<file path="src/rtl/mem_port_arbiter_if.sv">
// mem_port_arbiter_if
// Bundles every bus signal around the RAM port arbiter: the fetch-stage
// request port, the memory-stage request port, the RAM macro port and the
// busy flag. clk and reset stay plain ports on the arbiter.
//
// Handshake (both request ports): a requester raises *_in_req_w with its
// address/we/wdata stable and holds them until it sees *_out_ack_l for one
// cycle. By the cycle after the ack it must either drop the request or
// present the next access; a request still high then is a new access.
// There is no separate ready: the ack is the completion and the acceptance.
//
// Modports:
//   slave  - the arbiter's view (requests and RAM read data in, the rest out)
//   master - the surroundings' view (pipeline stages and RAM macro)
interface mem_port_arbiter_if;
  // fetch stage
  logic        if_in_req_w;
  logic [31:0] if_in_address_w;
  logic [31:0] if_out_data_l;
  logic        if_out_ack_l;
  // memory stage
  logic        mem_in_req_w;
  logic        mem_in_we_w;
  logic [31:0] mem_in_address_w;
  logic [31:0] mem_in_wdata_w;
  logic [31:0] mem_out_data_l;
  logic        mem_out_ack_l;
  // RAM macro
  logic        ram_out_en_l;
  logic        ram_out_we_l;
  logic [31:0] ram_out_address_l;
  logic [31:0] ram_out_wdata_l;
  logic [31:0] ram_in_rdata_w;
  // status
  logic        arb_out_busy_l;

  modport slave (
    input  if_in_req_w, if_in_address_w,
    output if_out_data_l, if_out_ack_l,
    input  mem_in_req_w, mem_in_we_w, mem_in_address_w, mem_in_wdata_w,
    output mem_out_data_l, mem_out_ack_l,
    output ram_out_en_l, ram_out_we_l, ram_out_address_l, ram_out_wdata_l,
    input  ram_in_rdata_w,
    output arb_out_busy_l
  );

  modport master (
    output if_in_req_w, if_in_address_w,
    input  if_out_data_l, if_out_ack_l,
    output mem_in_req_w, mem_in_we_w, mem_in_address_w, mem_in_wdata_w,
    input  mem_out_data_l, mem_out_ack_l,
    input  ram_out_en_l, ram_out_we_l, ram_out_address_l, ram_out_wdata_l,
    output ram_in_rdata_w,
    input  arb_out_busy_l
  );
endinterface

</file>
<file path="src/rtl/mem_port_arbiter.sv">
// mem_port_arbiter
// Shares one single-ported RAM between the fetch stage (read-only) and the
// memory stage (read/write). One access at a time runs through
// IDLE -> ISSUE -> WAIT (LATENCY cycles) -> ACK -> IDLE. The memory stage wins
// contention, except that after MAX_MEM_BURST consecutive contended memory
// grants the fetch stage is forced through.
//
// Parameters:
//   LATENCY       1..15  cycles from the RAM sampling en to valid rdata
//   MAX_MEM_BURST 1..15  contended memory grants allowed before fetch wins
// Ports:
//   clk        single clock, rising edge
//   reset      asynchronous, active-low
//   bus        mem_port_arbiter_if.slave (request ports, RAM port, busy)
//   dbg_state  current FSM state (0 IDLE, 1 ISSUE, 2 WAIT, 3 ACK)
// All bus outputs are registered.
module mem_port_arbiter #(
  parameter int LATENCY       = 2,
  parameter int MAX_MEM_BURST = 4
) (
  input  logic              clk,
  input  logic              reset,
  mem_port_arbiter_if.slave bus,
  output logic [1:0]        dbg_state
);

  typedef enum logic [1:0] {
    S_IDLE  = 2'd0,
    S_ISSUE = 2'd1,
    S_WAIT  = 2'd2,
    S_ACK   = 2'd3
  } state_t;

  localparam logic [3:0] LAT_CNT     = 4'(LATENCY);
  localparam logic [3:0] BURST_LIMIT = 4'(MAX_MEM_BURST);

  state_t     state;
  state_t     state_next;
  logic [3:0] wait_cnt;
  logic [3:0] burst_cnt;
  logic       owner_mem;   // 1: the access in flight belongs to the memory stage
  logic       grant_mem;
  logic       grant_if;

  assign dbg_state = state;

  // Next state and grant decision. Requests only matter in IDLE.
  always_comb begin
    state_next = state;
    grant_mem  = 1'b0;
    grant_if   = 1'b0;
    case (state)
      S_IDLE: begin
        if (bus.mem_in_req_w &&
            !(bus.if_in_req_w && (burst_cnt == BURST_LIMIT))) begin
          grant_mem  = 1'b1;
          state_next = S_ISSUE;
        end else if (bus.if_in_req_w) begin
          grant_if   = 1'b1;
          state_next = S_ISSUE;
        end
      end
      S_ISSUE: state_next = S_WAIT;
      S_WAIT:  if (wait_cnt == 4'd1) state_next = S_ACK;
      S_ACK:   state_next = S_IDLE;
      default: state_next = S_IDLE;
    endcase
  end

  always_ff @(posedge clk or negedge reset) begin
    if (!reset) state <= S_IDLE;
    else        state <= state_next;
  end

  // Datapath and registered outputs. Strobes are computed from state_next so
  // they line up with the state they describe while still coming from flops.
  always_ff @(posedge clk or negedge reset) begin
    if (!reset) begin
      wait_cnt              <= 4'd0;
      burst_cnt             <= 4'd0;
      owner_mem             <= 1'b0;
      bus.ram_out_en_l      <= 1'b0;
      bus.ram_out_we_l      <= 1'b0;
      bus.ram_out_address_l <= 32'd0;
      bus.ram_out_wdata_l   <= 32'd0;
      bus.if_out_data_l     <= 32'd0;
      bus.if_out_ack_l      <= 1'b0;
      bus.mem_out_data_l    <= 32'd0;
      bus.mem_out_ack_l     <= 1'b0;
      bus.arb_out_busy_l    <= 1'b0;
    end else begin
      bus.ram_out_en_l   <= (state_next == S_ISSUE);
      bus.arb_out_busy_l <= (state_next != S_IDLE);
      bus.if_out_ack_l   <= (state_next == S_ACK) && !owner_mem;
      bus.mem_out_ack_l  <= (state_next == S_ACK) && owner_mem;

      // The RAM command registers hold from ISSUE until the next grant.
      // A fetch grant drives we=0 and wdata=0: fetch has no write data.
      if (grant_mem) begin
        owner_mem             <= 1'b1;
        bus.ram_out_address_l <= bus.mem_in_address_w;
        bus.ram_out_we_l      <= bus.mem_in_we_w;
        bus.ram_out_wdata_l   <= bus.mem_in_wdata_w;
      end else if (grant_if) begin
        owner_mem             <= 1'b0;
        bus.ram_out_address_l <= bus.if_in_address_w;
        bus.ram_out_we_l      <= 1'b0;
        bus.ram_out_wdata_l   <= 32'd0;
      end

      // Contended memory grants count towards the burst limit; any fetch
      // grant restarts it; uncontended memory grants leave it alone.
      if (grant_if) begin
        burst_cnt <= 4'd0;
      end else if (grant_mem && bus.if_in_req_w) begin
        burst_cnt <= burst_cnt + 4'd1;
      end

      if (state == S_ISSUE) begin
        wait_cnt <= LAT_CNT;
      end else if (state == S_WAIT) begin
        wait_cnt <= wait_cnt - 4'd1;
      end

      // Read data is valid on the last WAIT cycle; stores capture nothing.
      if ((state == S_WAIT) && (wait_cnt == 4'd1)) begin
        if (!owner_mem) begin
          bus.if_out_data_l <= bus.ram_in_rdata_w;
        end else if (!bus.ram_out_we_l) begin
          bus.mem_out_data_l <= bus.ram_in_rdata_w;
        end
      end
    end
  end

endmodule
</file>
<file path="src/flat_wrapper.sv">
// flat-port wrapper written by rule: the top's interface ports become plain ports
module mem_port_arbiter_flat 
#(
  parameter int LATENCY       = 2,
  parameter int MAX_MEM_BURST = 4
)
  (clk, reset, dbg_state, bus_if_in_req_w, bus_if_in_address_w, bus_if_out_data_l, bus_if_out_ack_l, bus_mem_in_req_w, bus_mem_in_we_w, bus_mem_in_address_w, bus_mem_in_wdata_w, bus_mem_out_data_l, bus_mem_out_ack_l, bus_ram_out_en_l, bus_ram_out_we_l, bus_ram_out_address_l, bus_ram_out_wdata_l, bus_ram_in_rdata_w, bus_arb_out_busy_l);
  mem_port_arbiter_if bus_i ();
  input  logic clk;
  input  logic reset;
  output logic [1:0] dbg_state;
  input wire logic [$bits(bus_i.if_in_req_w)-1:0] bus_if_in_req_w;
  input wire logic [$bits(bus_i.if_in_address_w)-1:0] bus_if_in_address_w;
  output wire logic [$bits(bus_i.if_out_data_l)-1:0] bus_if_out_data_l;
  output wire logic [$bits(bus_i.if_out_ack_l)-1:0] bus_if_out_ack_l;
  input wire logic [$bits(bus_i.mem_in_req_w)-1:0] bus_mem_in_req_w;
  input wire logic [$bits(bus_i.mem_in_we_w)-1:0] bus_mem_in_we_w;
  input wire logic [$bits(bus_i.mem_in_address_w)-1:0] bus_mem_in_address_w;
  input wire logic [$bits(bus_i.mem_in_wdata_w)-1:0] bus_mem_in_wdata_w;
  output wire logic [$bits(bus_i.mem_out_data_l)-1:0] bus_mem_out_data_l;
  output wire logic [$bits(bus_i.mem_out_ack_l)-1:0] bus_mem_out_ack_l;
  output wire logic [$bits(bus_i.ram_out_en_l)-1:0] bus_ram_out_en_l;
  output wire logic [$bits(bus_i.ram_out_we_l)-1:0] bus_ram_out_we_l;
  output wire logic [$bits(bus_i.ram_out_address_l)-1:0] bus_ram_out_address_l;
  output wire logic [$bits(bus_i.ram_out_wdata_l)-1:0] bus_ram_out_wdata_l;
  input wire logic [$bits(bus_i.ram_in_rdata_w)-1:0] bus_ram_in_rdata_w;
  output wire logic [$bits(bus_i.arb_out_busy_l)-1:0] bus_arb_out_busy_l;
  assign bus_i.if_in_req_w = bus_if_in_req_w;
  assign bus_i.if_in_address_w = bus_if_in_address_w;
  assign bus_if_out_data_l = bus_i.if_out_data_l;
  assign bus_if_out_ack_l = bus_i.if_out_ack_l;
  assign bus_i.mem_in_req_w = bus_mem_in_req_w;
  assign bus_i.mem_in_we_w = bus_mem_in_we_w;
  assign bus_i.mem_in_address_w = bus_mem_in_address_w;
  assign bus_i.mem_in_wdata_w = bus_mem_in_wdata_w;
  assign bus_mem_out_data_l = bus_i.mem_out_data_l;
  assign bus_mem_out_ack_l = bus_i.mem_out_ack_l;
  assign bus_ram_out_en_l = bus_i.ram_out_en_l;
  assign bus_ram_out_we_l = bus_i.ram_out_we_l;
  assign bus_ram_out_address_l = bus_i.ram_out_address_l;
  assign bus_ram_out_wdata_l = bus_i.ram_out_wdata_l;
  assign bus_i.ram_in_rdata_w = bus_ram_in_rdata_w;
  assign bus_arb_out_busy_l = bus_i.arb_out_busy_l;
  mem_port_arbiter #(.LATENCY(LATENCY), .MAX_MEM_BURST(MAX_MEM_BURST)) u_core (.clk(clk), .reset(reset), .bus(bus_i), .dbg_state(dbg_state));
endmodule
</file>
<file path="config.mk">
export PLATFORM = sky130hd
export DESIGN_NAME = mem_port_arbiter_flat
export DESIGN_NICKNAME = d
export VERILOG_FILES = /design/src/rtl/mem_port_arbiter_if.sv /design/src/rtl/mem_port_arbiter.sv /design/src/flat_wrapper.sv
export SDC_FILE = /design/constraint.sdc
export NUM_CORES = 1
export LEC_CHECK = 0
export ABC_AREA = 1
export ABC_CLOCK_PERIOD_IN_PS = 1400
export CAP_MARGIN = 20
export CELL_PAD_IN_SITES_DETAIL_PLACEMENT = 0
export CELL_PAD_IN_SITES_GLOBAL_PLACEMENT = 1
export CORE_MARGIN = 10
export CORE_UTILIZATION = 28
export CTS_CLUSTER_SIZE = 28
export DETAILED_ROUTE_END_ITERATION = 7
export PLACE_DENSITY_LB_ADDON = 0.08
export SYNTH_ARGS = -nofsm -noshare
export SYNTH_HDL_FRONTEND = slang
export SYNTH_SLANG_ARGS = --single-unit
</file>
<file path="constraint.sdc">
create_clock -name clk -period 1.4 [get_ports clk]
set_input_delay 0.35 -clock clk [delete_from_list [all_inputs] [get_ports clk]]
set_output_delay 0.35 -clock clk [all_outputs]
set_load 0.03 [all_outputs]
</file>
Yosys cells after proc, flatten, opt, wreduce, memory -nomap -nowiden
Index checks and enable logic that the tools add are counted.

Flip-flop bits (word level): 144. Input port bits: 133. Output and inout bits: 135. Logic and storage cells: 59.

Add/subtract/negate cells: 2. Equal/unequal tests: 7. Mux-type cells: 20. Bitwise logic cells: 2. Reduce and logical (&&, ||, !) cells: 15.

Operators with widths (number): 32-bit two-way mux (4); 4-bit two-way mux (4); 1-bit two-way mux (8); 2-bit case mux with 4 select lines (1); 2-bit nonzero test (4); 2-bit == test (second input constant) (3); 1-bit logical AND (6); 2-bit two-way mux (3); 4-bit by 1-bit adder with 4-bit output (second input constant) (1); 2-bit by 1-bit == test with 1-bit output (second input constant) (2); 4-bit by 1-bit == test with 1-bit output (second input constant) (1); 4-bit by 3-bit == test with 1-bit output (second input constant) (1); 4-bit by 1-bit subtractor with 4-bit output (second input constant) (1); 3-bit AND reduction (1); 1-bit zero test (2); 2-bit zero test (1); 1-bit NOT (2); 2-bit AND reduction (1).

Logic depth before layout (Yosys ltp)
Gate-level depths: netlist of run 1.

Depth after elaboration: 9. Depth in mapped cells: 10. Mapped depth without buffers: 10.

Worst setup path before layout of run 1
No wires, ideal clock.

Path kind: register to register. Start point: register u_core.state[0], in the netlist u_core.dbg_state[0]. End point: register u_core.bus.arb_out_busy_l. Arrival: 1.570 ns. Data required time: 1.273 ns. Path slack: -0.297 ns. Cell stages (with the launch flop): 10. Path buffers: 0. Period minus slack after synthesis: 1.697 ns. Path through: dfrtp_1 inv_1 ha_1 nand2_1 inv_1 nand2_2 nand2_1 nand2_1 inv_1 or2_2.

Word-level cells in the longest chain between the ends: 4. Elaborated cells on any way between the ends: 9. Those cells by class: eq/ne: 3; mux: 4; reduce/logical: 2.

Ends and longest elaborated chain: start: declaration (line mem_port_arbiter.sv:37) `state_t state;`; start signal: assignment (line mem_port_arbiter.sv:72) `else state <= state_next;`; 2-bit two-way mux (line mem_port_arbiter.sv:58) `end else if (bus.if_in_req_w) begin`; 2-bit two-way mux (line mem_port_arbiter.sv:54) `if (bus.mem_in_req_w &&`; 2-bit case mux with 4 select lines * (line mem_port_arbiter.sv:52) `case (state)`; named net u_core.state_next[0] (line mem_port_arbiter.sv:38) `state_t state_next;`; 2-bit nonzero test * (line mem_port_arbiter.sv:93) `bus.arb_out_busy_l <= (state_next != S_IDLE);`; end signal: assignment (line mem_port_arbiter.sv:93); end: declaration (line mem_port_arbiter_if.sv:44) `output arb_out_busy_l`.

The timed path passes the listed nets; every way through them passes the cells marked *. A chain may end at the register's enable or synchronous reset.

Worst setup path in the final report of run 1
Start point: register u_core.state[0], in the netlist u_core.dbg_state[0]. End point: register u_core.bus.if_out_data_l[13].

Word-level cells in the longest chain between the ends: 3.

Ends and longest elaborated chain: 2-bit == test (line mem_port_arbiter.sv:126) `if ((state == S_WAIT) && (wait_cnt == 4'd1)) begin`; 1-bit logical AND (line mem_port_arbiter.sv:126); 2-bit AND reduction (no line); end signal: assignment (line mem_port_arbiter.sv:128) `bus.if_out_data_l <= bus.ram_in_rdata_w;`; end: declaration (line mem_port_arbiter_if.sv:39) `output if_out_data_l, if_out_ack_l,`.

Every way passes these cells.

==> metrics.txt, run 1 <==
worst r2r src=u_core.dbg_state[0]$_DFF_PN0_; Cell Rows=55; Post-synth EDFFs=0; Synth-to-Final Area Change=85.7%; Final Hold Violating Endpoints=0; Port Buffer Count=267; most common cell in the synthesized netlist=nand2_1; pwr dens=2360 nW/um^2; Worst Path Required=1710 ps; Post-DP Area=10100 um^2; share of cells above drive strength 1=42.8%; post-route ant nets=0; layout net count=1211; maxcap violations=0; Remaining DRCs=0; Cell Chain, Critical Path=inv_4, ha_4, nand2_2, inv_2, nand2_4, nor2_8, buf_12, clkbuf_16, nand2_1, o21a_1; initial antenna violation count=0; r2r worst-path depth=10; vias in the first global route=6003; Starting Density=28.5%; RePlAce Congestion=0.741; first-pass GRT wire length=34.6 mm; initial drt markers=282; RSZ-0062 raised after global routing=true; drt via density=4.29; ant diodes=0; DRT Pass-1 Iters=4; grt total ovfl=0; crit end category=register; CP Class=reg2reg; Final Cycle Share=109%; Tmin final=1520 ps; failing checks=negative setup slack; Post-Place Worst Slack=-462 ps; average wire per standard cell=17.4 um; Root Buffer=clkbuf_16; maximum root-to-sink buffer count=2; via count=5991; Inst Count DP=1326; FF/Latch Area=3610 um^2; Crit path buffers/inverters=4; crit-path max cell delay=430 ps; reg2reg setup slack=-120 ps; relative max-transition margin=76.4%; synth top area cells=dfrtp_1, nand2_1, inv_1; post-route design area=12100 um^2; clk_lat worst skew=420 ps; synthesized instance count=741; async set-reset flop share out of synthesis=100%; cell taking the most area after synthesis=dfrtp_1; largest net degree at the start of global routing=38; CTS tree=done; dpl hpwl=16.4 mm; flops & latches, synth=144; DIE WIDTH=172 um; Multi-input gate area=2940 um^2; Max Fclk=0.657 GHz; leak pwr=6.07 nW; most frequent cells after synthesis=nand2_1, dfrtp_1, inv_1; final std cells w/o fill=1396; Least-Margin Pin Slew=353 ps; Core ar.=22800 um^2; I/O pins=268; r2r endpoint=u_core.bus.if_out_data_l[13]$_DFFE_PN0P_; Num CTS Buffers=17; worst min path class=in2async; crit start category=register; Final WS setup=-121 ps; DRT Wirelength=24.3 mm; Die H=172 um; Yosys top cell area share=55.4%; setup violators final=131; clock share of power=18.2%; maximum vdd drop=0.00125 V; Psw=0.0119 W; synthesized area=6500 um^2; Final Skew=11.4 ps; Worst path top cell family by delay=buffers and inverters; CP Data Arrival Time=1830 ps; post-synthesis sequential area ratio=55.4%; Synth Warn #=0; Int Power=0.0166 W; htree depth=4; die area=29700 um^2; Sw Share=41.7%; Combinational Power Share=56.2%; Pins Over Slew Limit=0; CP max stage cell=dfrtp_2; worst hold margin=385 ps; Avg Cell Area, Syn=8.78 um^2; run status=finished, violations left; top_reg_cell synth=dfrtp_1; Synth cell types=30; syn nets=882; Fin Setup TNS=-8180 ps; Worst-path clk slew=70 ps; Fillers=2087; crit path max fanout=8; gr usage total=15.1%; Sequential Power Share=25.6%; clk sink count=144
[how the worst max path moves through the flow]
stage | from | to | slack, ps | cells past startpoint
detailed placement | bus_if_in_req_w | u_core.bus.ram_out_address_l[2]$_DFFE_PN0P_ | -460 | 7
CTS | u_core.dbg_state[0]$_DFF_PN0_ | u_core.bus.ram_out_address_l[10]$_DFFE_PN0P_ | -100 | 9
floorplan | u_core.dbg_state[1]$_DFF_PN0_ | u_core.bus.ram_out_address_l[10]$_DFFE_PN0P_ | -90 | 8
global placement | bus_if_in_req_w | u_core.bus.ram_out_address_l[3]$_DFFE_PN0P_ | -450 | 7
finish | u_core.dbg_state[0]$_DFF_PN0_ | u_core.bus.if_out_data_l[13]$_DFFE_PN0P_ | -120 | 10
global route | u_core.dbg_state[0]$_DFF_PN0_ | u_core.bus.if_out_data_l[10]$_DFFE_PN0P_ | -200 | 10
[placed cells by master (no fill, tap or decap), drive strengths merged]
| cell type | netlist | final |
|---|---|---|
| a21oi | 34 | 34 |
| a31oi | 2 | 2 |
| buf | 29 | 206 |
| bufinv | 0 | 5 |
| clkbuf | 12 | 25 |
| clkdlybuf4s50 | 0 | 131 |
| clkinv | 0 | 8 |
| dfrtp | 144 | 144 |
| dlygate4sd3 | 0 | 1 |
| ha | 8 | 8 |
| inv | 112 | 119 |
| nand2 | 245 | 245 |
| nand3 | 7 | 7 |
| nand4 | 34 | 34 |
| nor2 | 9 | 9 |
| nor3 | 1 | 1 |
| o21a | 32 | 32 |
| o21ai | 37 | 37 |
| or2 | 33 | 33 |
| xnor2 | 1 | 1 |
| xor2 | 1 | 1 |
[timing repair]
item	in CTS	in global routing
pin swaps	10	26
gates cloned	6	13
endpoints found under the setup margin	161	141
gates resized for setup	162	200
setup buffers	9	10
hold buffers	1	0
hold endpoints to repair	24	0
[registers in the layout (all words and copies together) (netlist names)]
name                          count
u_core.owner_mem                  1
u_core.bus.mem_out_ack_l          1
u_core.bus.ram_out_en_l           1
u_core.bus.arb_out_busy_l         1
u_core.wait_cnt                   4
u_core.bus.if_out_ack_l           1
u_core.bus.ram_out_wdata_l       32
u_core.dbg_state                  2
u_core.bus.if_out_data_l         32
u_core.burst_cnt                  4
u_core.bus.mem_out_data_l        32
u_core.bus.ram_out_we_l           1
u_core.bus.ram_out_address_l     32
[layer usage]
layer	vias to the layer above	GRT usage, %	part of all wire (%)
met5	-	0	0
met4	0	2.92	0.57
met3	10	5.97	7.9
met2	170	25.2	49
met1	2849	18.2	42
li1	2962	-	-
[cell families (layout without fill, tap and decap cells)]
family          after synthesis  in the layout  synth area share [%]
xor+xnor                      2              2                 0.269
fa+ha+maj                     8              8                  1.54
flops                       144            144                  55.4
compound gates              105            105                  9.35
buf+inv                     153            495                  10.6
simple gates                329            329                  22.8
[power by group through the flow]
stage / clock network (W) / registers (W) / logic (W)
6_report: 0.00519 / 0.00731 / 0.0160
3_5_place_dp: 0 / 0.00734 / 0.0136
2_1_floorplan: 0 / 0.0104 / 0.00394
5_1_grt: 0.00552 / 0.00755 / 0.0172
4_1_cts: 0.00534 / 0.00728 / 0.0145
3_3_place_gp: 0 / 0.00729 / 0.0135
[per-stage QoR]
stage	utilization, %	power, W
2_1_floorplan	-	0.0143
3_3_place_gp	44.5	0.0208
3_5_place_dp	44.5	0.0209
4_1_cts	48.8	0.0272
5_1_grt	53.0	0.0303
6_report	53.0	0.0285
[layout make-up]
| type | instances | share of cell area, % |
|---|---|---|
| flip-flops and latches | 144 | 29.9 |
| clock buffers | 19 | 3.67 |
| repair buffers | 344 | 32.4 |
| inverters | 112 | 3.72 |
| well taps | 313 | 3.24 |
| repair inverters | 7 | 0.932 |
| multi-input cells | 444 | 24.4 |
| clock inverters | 13 | 1.84 |
(Power assumes the default switching activity.)
==> inputs of run 2 (changes only) <==
SKIP_CTS_REPAIR_TIMING = 1   (was unset)
==> metrics.txt, run 2 (synthesis gave the netlist of run 1 again) <==
die area=29700 um^2 (unchanged); ant diodes=0 (unchanged); via count=5775 (-3.6%); initial drt markers=352 (+25%); initial antenna violation count=0 (unchanged); crit-path max cell delay=430 ps (about the same); worst hold margin=383 ps (-2.47 ps); Fin Setup TNS=-5570 ps (+2610 ps); Pins Over Slew Limit=0 (unchanged); maximum vdd drop=0.00135 V (+7.5%); Worst Path Required=1700 ps (about the same); share of cells above drive strength 1=31.4% (-11 points); Sw Share=41.4% (-0.31 points); post-route ant nets=0 (unchanged); Cell Rows=55 (unchanged); RePlAce Congestion=0.741 (unchanged); clk sink count=144 (unchanged); Sequential Power Share=27.4% (+1.8 points); dpl hpwl=16.4 mm (unchanged); Cell Chain, Critical Path=inv_4, ha_4, nand2_2, inv_2, nand2_4, nor2_8, buf_12, clkbuf_16, nand2_1, o21a_1; Final Hold Violating Endpoints=0 (unchanged); setup violators final=131 (unchanged); total power=0.0265 W (-7.0%); leak pwr=5.67 nW (-6.6%); crit path max fanout=9 (+1); Synth-to-Final Area Change=71.3%; drt via density=4.22 (-1.8%); Root Buffer=clkbuf_16; crit end category=register; DRT Pass-1 Iters=5 (+1); CP Class=reg2reg; Final WS setup=-102 ps (+18.6 ps); failing checks=negative setup slack; RSZ-0062 raised after global routing=true; Num CTS Buffers=17 (unchanged); CTS tree=done; gr usage total=14.6% (-0.53 points); Worst-path clk slew=70 ps (about the same); clk_lat worst skew=420 ps (about the same); Die H=172 um (unchanged); Max Fclk=0.666 GHz (+1.2%); Final Cycle Share=107% (-1.3 points); average wire per standard cell=16.6 um (-4.4%); maximum root-to-sink buffer count=2 (unchanged); Int Power=0.0156 W (-6.5%); DIE WIDTH=172 um (unchanged); vias in the first global route=5866 (-2.3%); CP Data Arrival Time=1810 ps (-20 ps); clock share of power=19.5% (+1.3 points); maxcap violations=0 (unchanged); worst min path class=in2async; crit start category=register; I/O pins=268 (unchanged); commonest non-fill, non-tap cell in the layout=nand2_1; first-pass GRT wire length=33.5 mm (-3.1%); most frequent cells in the layout=nand2_1, dfrtp_1, clkdlybuf4s50_1; DRT Wirelength=22.8 mm (-6.1%); Fillers=2185 (+4.7%); Combinational Power Share=53.1% (-3.1 points); largest net degree at the start of global routing=49 (+29%); Final Skew=10.5 ps (-0.896 ps); Tmin final=1500 ps (-18.6 ps); layout net count=1185 (-2.1%); Port Buffer Count=267 (unchanged); Psw=0.0110 W (-7.7%); Least-Margin Pin Slew=426 ps (+73.0 ps); pwr dens=2380 nW/um^2 (+0.81%); grt total ovfl=0 (unchanged); CP max stage cell=dfrtp_2; Remaining DRCs=0 (unchanged); run status=finished, violations left; htree depth=4 (unchanged); final core occ=48.9% (-4.1 points); post-route design area=11100 um^2 (-7.8%); relative max-transition margin=71.5% (-5.0 points); Core ar.=22800 um^2 (unchanged); Post-DP Area=10100 um^2 (unchanged); Starting Density=28.5% (unchanged)
run 2: changes by cell type in the layout (fill, tap and decap cells not counted), sizes merged:
cell and change:
clkdlybuf4s50 -1, buf -40, clkbuf +21, inv -3, clkinv -4, dlymetal6s2s +1
run 2: area by class of cell:
| type | count | area (um^2) | area share (%) |
|---|---|---|---|
| Clock inverter | 13 | 223 | 2.00 |
| Inverter | 112 | 435 | 3.91 |
| Clock buffer | 19 | 443 | 3.98 |
| Multi-Input combinational cell | 444 | 2490 | 22.4 |
| Tap cell | 313 | 392 | 3.52 |
| Sequential cell | 144 | 3610 | 32.4 |
| Timing Repair Buffer | 325 | 3550 | 31.8 |
run 2: per-layer routing:
metal  part of all wire, %  GRT usage, %  vias to the layer above  routed length (um)
li1                      -             -                     2892                   -
met5                     0             0                        -                   0
met1                    43          17.8                     2701                9760
met3                   8.3          5.81                       10                1890
met4                  0.63          2.92                        0                 143
met2                    48          23.9                      172               11000
run 2: per-stage QoR:
stage,worst slack [ps],std cells
global route,-195,1370
detailed placement,-462,1326
finish,-102,1370
global placement,-449,1326
floorplan,-87.7,741
CTS,-431,1358
run 2: worst max-delay path: cells and delay by family (launching register included):
kind	cells	cell delay (ps)
buf+inv	4	470
flops	1	430
simple gates	4	260
fa+ha+maj	1	130
compound gates	1	90
run 2: path summary, 6_finish.rpt:
check,start,endpoint,slack [ps],cells past startpoint
max,u_core.dbg_state[0]$_DFF_PN0_,u_core.bus.if_out_data_l[2]$_DFFE_PN0P_,-100,10
min,reset,u_core.bus.mem_out_data_l[17]$_DFFE_PN0P_,380,2
max reg2reg,u_core.dbg_state[0]$_DFF_PN0_,u_core.bus.if_out_data_l[2]$_DFFE_PN0P_,-100,10
min reg2reg,u_core.bus.ram_out_wdata_l[20]$_DFFE_PN0P_,u_core.bus.ram_out_wdata_l[20]$_DFFE_PN0P_,480,2
max in group asynchronous,reset,u_core.dbg_state[1]$_DFF_PN0_,470,3
min in group clk,bus_mem_in_wdata_w[28],u_core.bus.ram_out_wdata_l[28]$_DFFE_PN0P_,470,3
run 2: power groups by stage:
stage	clock, W	combinational, W	sequential (W)
after floorplan	0	0.00394	0.0104
after global placement	0	0.0135	0.00729
after detailed placement	0	0.0136	0.00734
after CTS	0.00534	0.0136	0.00728
after global routing	0.00552	0.0152	0.00751
final	0.00517	0.0141	0.00727
==> inputs of run 3 (changes only) <==
--- a/config.mk
+++ b/config.mk
@@ -15,4 +15,5 @@
 export CTS_CLUSTER_SIZE = 28
 export DETAILED_ROUTE_END_ITERATION = 7
+export GPL_ROUTABILITY_DRIVEN = 0
 export PLACE_DENSITY_LB_ADDON = 0.08
 export SKIP_CTS_REPAIR_TIMING = 1
==> constraint.sdc (replaced) <==
create_clock -name clk -period 1.4 [get_ports clk]
set_input_delay 0.21 -clock clk [delete_from_list [all_inputs] [get_ports clk]]
set_output_delay 0.21 -clock clk [all_outputs]
set_load 0.05 [all_outputs]
==> metrics.txt, run 3 (synthesis gave the netlist of run 1 again) <==
run status=finished, violations left; failing checks=negative setup slack; Die H=172 um (unchanged); Final Skew=11.0 ps (+0.577 ps); Synth-to-Final Area Change=101%; post-route design area=13100 um^2 (+18%); Cell Chain, Critical Path=inv_2, ha_4, nand2_2, inv_2, nand2_4, nand3_4, buf_12, buf_12, clkinv_8, nand3_2, nand2_1; Setup crit start=u_core.burst_cnt[1]$_DFFE_PN0P_; vias in the first global route=5929 (+1.1%); Root Buffer=clkbuf_16; clock share of power=14.1% (-5.4 points); Final Hold Violating Endpoints=0 (unchanged); relative max-transition margin=69.3% (-2.2 points); Post-DP Area=11300 um^2 (+11%); maximum root-to-sink buffer count=2 (unchanged); CP Data Arrival Time=1840 ps (+30 ps); crit-path max cell delay=390 ps (-40 ps); Max Fclk=0.651 GHz (-2.1%); largest net degree at the start of global routing=65 (+33%); Worst-path clk slew=60 ps (about the same); crit start category=register; htree depth=4 (unchanged); layout net count=1211 (+2.2%); Crit path buffers/inverters=5 (+1); I/O pins=268 (unchanged); initial antenna violation count=0 (unchanged); Least-Margin Pin Slew=459 ps (+32.9 ps); RSZ-0062 raised after global routing=true; crit end category=register; DRT Wirelength=25.8 mm (+13%); CP max stage cell=dfrtp_1; grt total ovfl=0 (unchanged); gr usage total=14.9% (+0.28 points); DRT Pass-1 Iters=4 (-1); Pins Over Slew Limit=0 (unchanged); die area=29700 um^2 (unchanged); share of cells above drive strength 1=39.1% (+7.7 points); reg2reg setup slack=-140 ps (-30 ps); first-pass GRT wire length=34.0 mm (+1.4%); Post-Place Worst Slack=-273 ps (+189 ps); CP Class=reg2reg; Remaining DRCs=0 (unchanged); Int Power=0.0194 W (+25%); most frequent cells in the layout=nand2_1, buf_12, dfrtp_1; crit path max fanout=5 (-4); clk sink count=144 (unchanged); worst hold margin=238 ps (-145 ps); maxcap violations=0 (unchanged); Final WS setup=-135 ps (-32.9 ps); worst r2r src=u_core.burst_cnt[1]$_DFFE_PN0P_; worst min path class=in2async; Sequential Power Share=23.2% (-4.2 points); Sw Share=43.7% (+2.4 points); clk_lat worst skew=420 ps (about the same); setup violators final=136 (+3.8%); Worst path top cell family by delay=buffers and inverters; Tmin final=1540 ps (+32.9 ps); average wire per standard cell=18.5 um (+11%); Combinational Power Share=62.7% (+9.6 points); Starting Density=28.5% (unchanged); Num CTS Buffers=17 (unchanged); Psw=0.0151 W (+38%); pwr dens=2630 nW/um^2 (+11%); dpl hpwl=16.6 mm (+0.99%); drt via density=4.32 (+2.5%); CTS tree=done; via count=6028 (+4.4%); post-route ant nets=0 (unchanged); Worst Path Required=1700 ps (about the same); r2r worst-path depth=11 (+1); initial drt markers=285 (-19%); Final Cycle Share=110% (+2.3 points); maximum vdd drop=0.00126 V (-6.3%); commonest non-fill, non-tap cell in the layout=nand2_1; leak pwr=6.44 nW (+14%); Port Buffer Count=267 (unchanged); Core ar.=22800 um^2 (unchanged); ant diodes=0 (unchanged); DIE WIDTH=172 um (unchanged); Cell Rows=55 (unchanged); CP Depth=11 (+1)
[run 3: changes by cell type in the layout (fill, tap and decap cells not counted), moves of 6 or more]
cell       change
buf_4         -70
nand2_2       +48
clkbuf_2      -22
inv_1          +8
a21oi_1        -6
nand2_1       -64
a21oi_2        +6
buf_12        +98
nand2_4       +15
inv_2          -8
clkbuf_16      +9
[run 3: worst paths after layout]
| path | to |
|---|---|
| worst min-delay path | u_core.bus.mem_out_data_l[7]$_DFFE_PN0P_ |
| worst min register to register | u_core.bus.ram_out_wdata_l[26]$_DFFE_PN0P_ |
| worst max-delay path | u_core.burst_cnt[3]$_DFFE_PN0P_ |
| worst max register to register | u_core.burst_cnt[3]$_DFFE_PN0P_ |
| min in group clk | u_core.bus.ram_out_wdata_l[0]$_DFFE_PN0P_ |
| max in group asynchronous | u_core.bus.ram_out_address_l[12]$_DFFE_PN0P_ |
[run 3: routing by layer]
layer	track usage, %	vias up	part of all wire [%]
met5	0	-	0
met2	23.8	171	49
met1	18.4	2884	43
met4	3.49	0	0.64
met3	5.88	12	8.0
li1	-	2961	-
[run 3: power groups by stage]
| stage | Sequential [W] | Clock (W) | Combinational [W] |
|---|---|---|---|
| after floorplan | 0.0129 | 0 | 0.00393 |
| after global placement | 0.00792 | 0 | 0.0192 |
| after detailed placement | 0.00798 | 0 | 0.0192 |
| after CTS | 0.00793 | 0.00499 | 0.0192 |
| after global routing | 0.00824 | 0.00517 | 0.0228 |
| final | 0.00800 | 0.00486 | 0.0216 |
[run 3: final cells by class]
cell class	instances	area, um^2
fillers	1979	9680
clock buffers	19	433
well taps	313	392
clock inverters	12	186
flip-flops and latches	144	3610
inverters	112	435
repair inverters	7	93.8
repair buffers	344	5140
multi-input cells	444	2810
[run 3: through the flow]
stage | setup TNS (ps) | utilization (%) | cells | power (W)
floorplan | -13920 | - | 741 | 0.0168
global route | -19270 | 57.5 | 1395 | 0.0362
CTS | -9200 | 52.2 | 1355 | 0.0321
global placement | -16650 | 49.5 | 1324 | 0.0271
detailed placement | -19980 | 49.5 | 1324 | 0.0272
finish | -8800 | 57.5 | 1395 | 0.0345
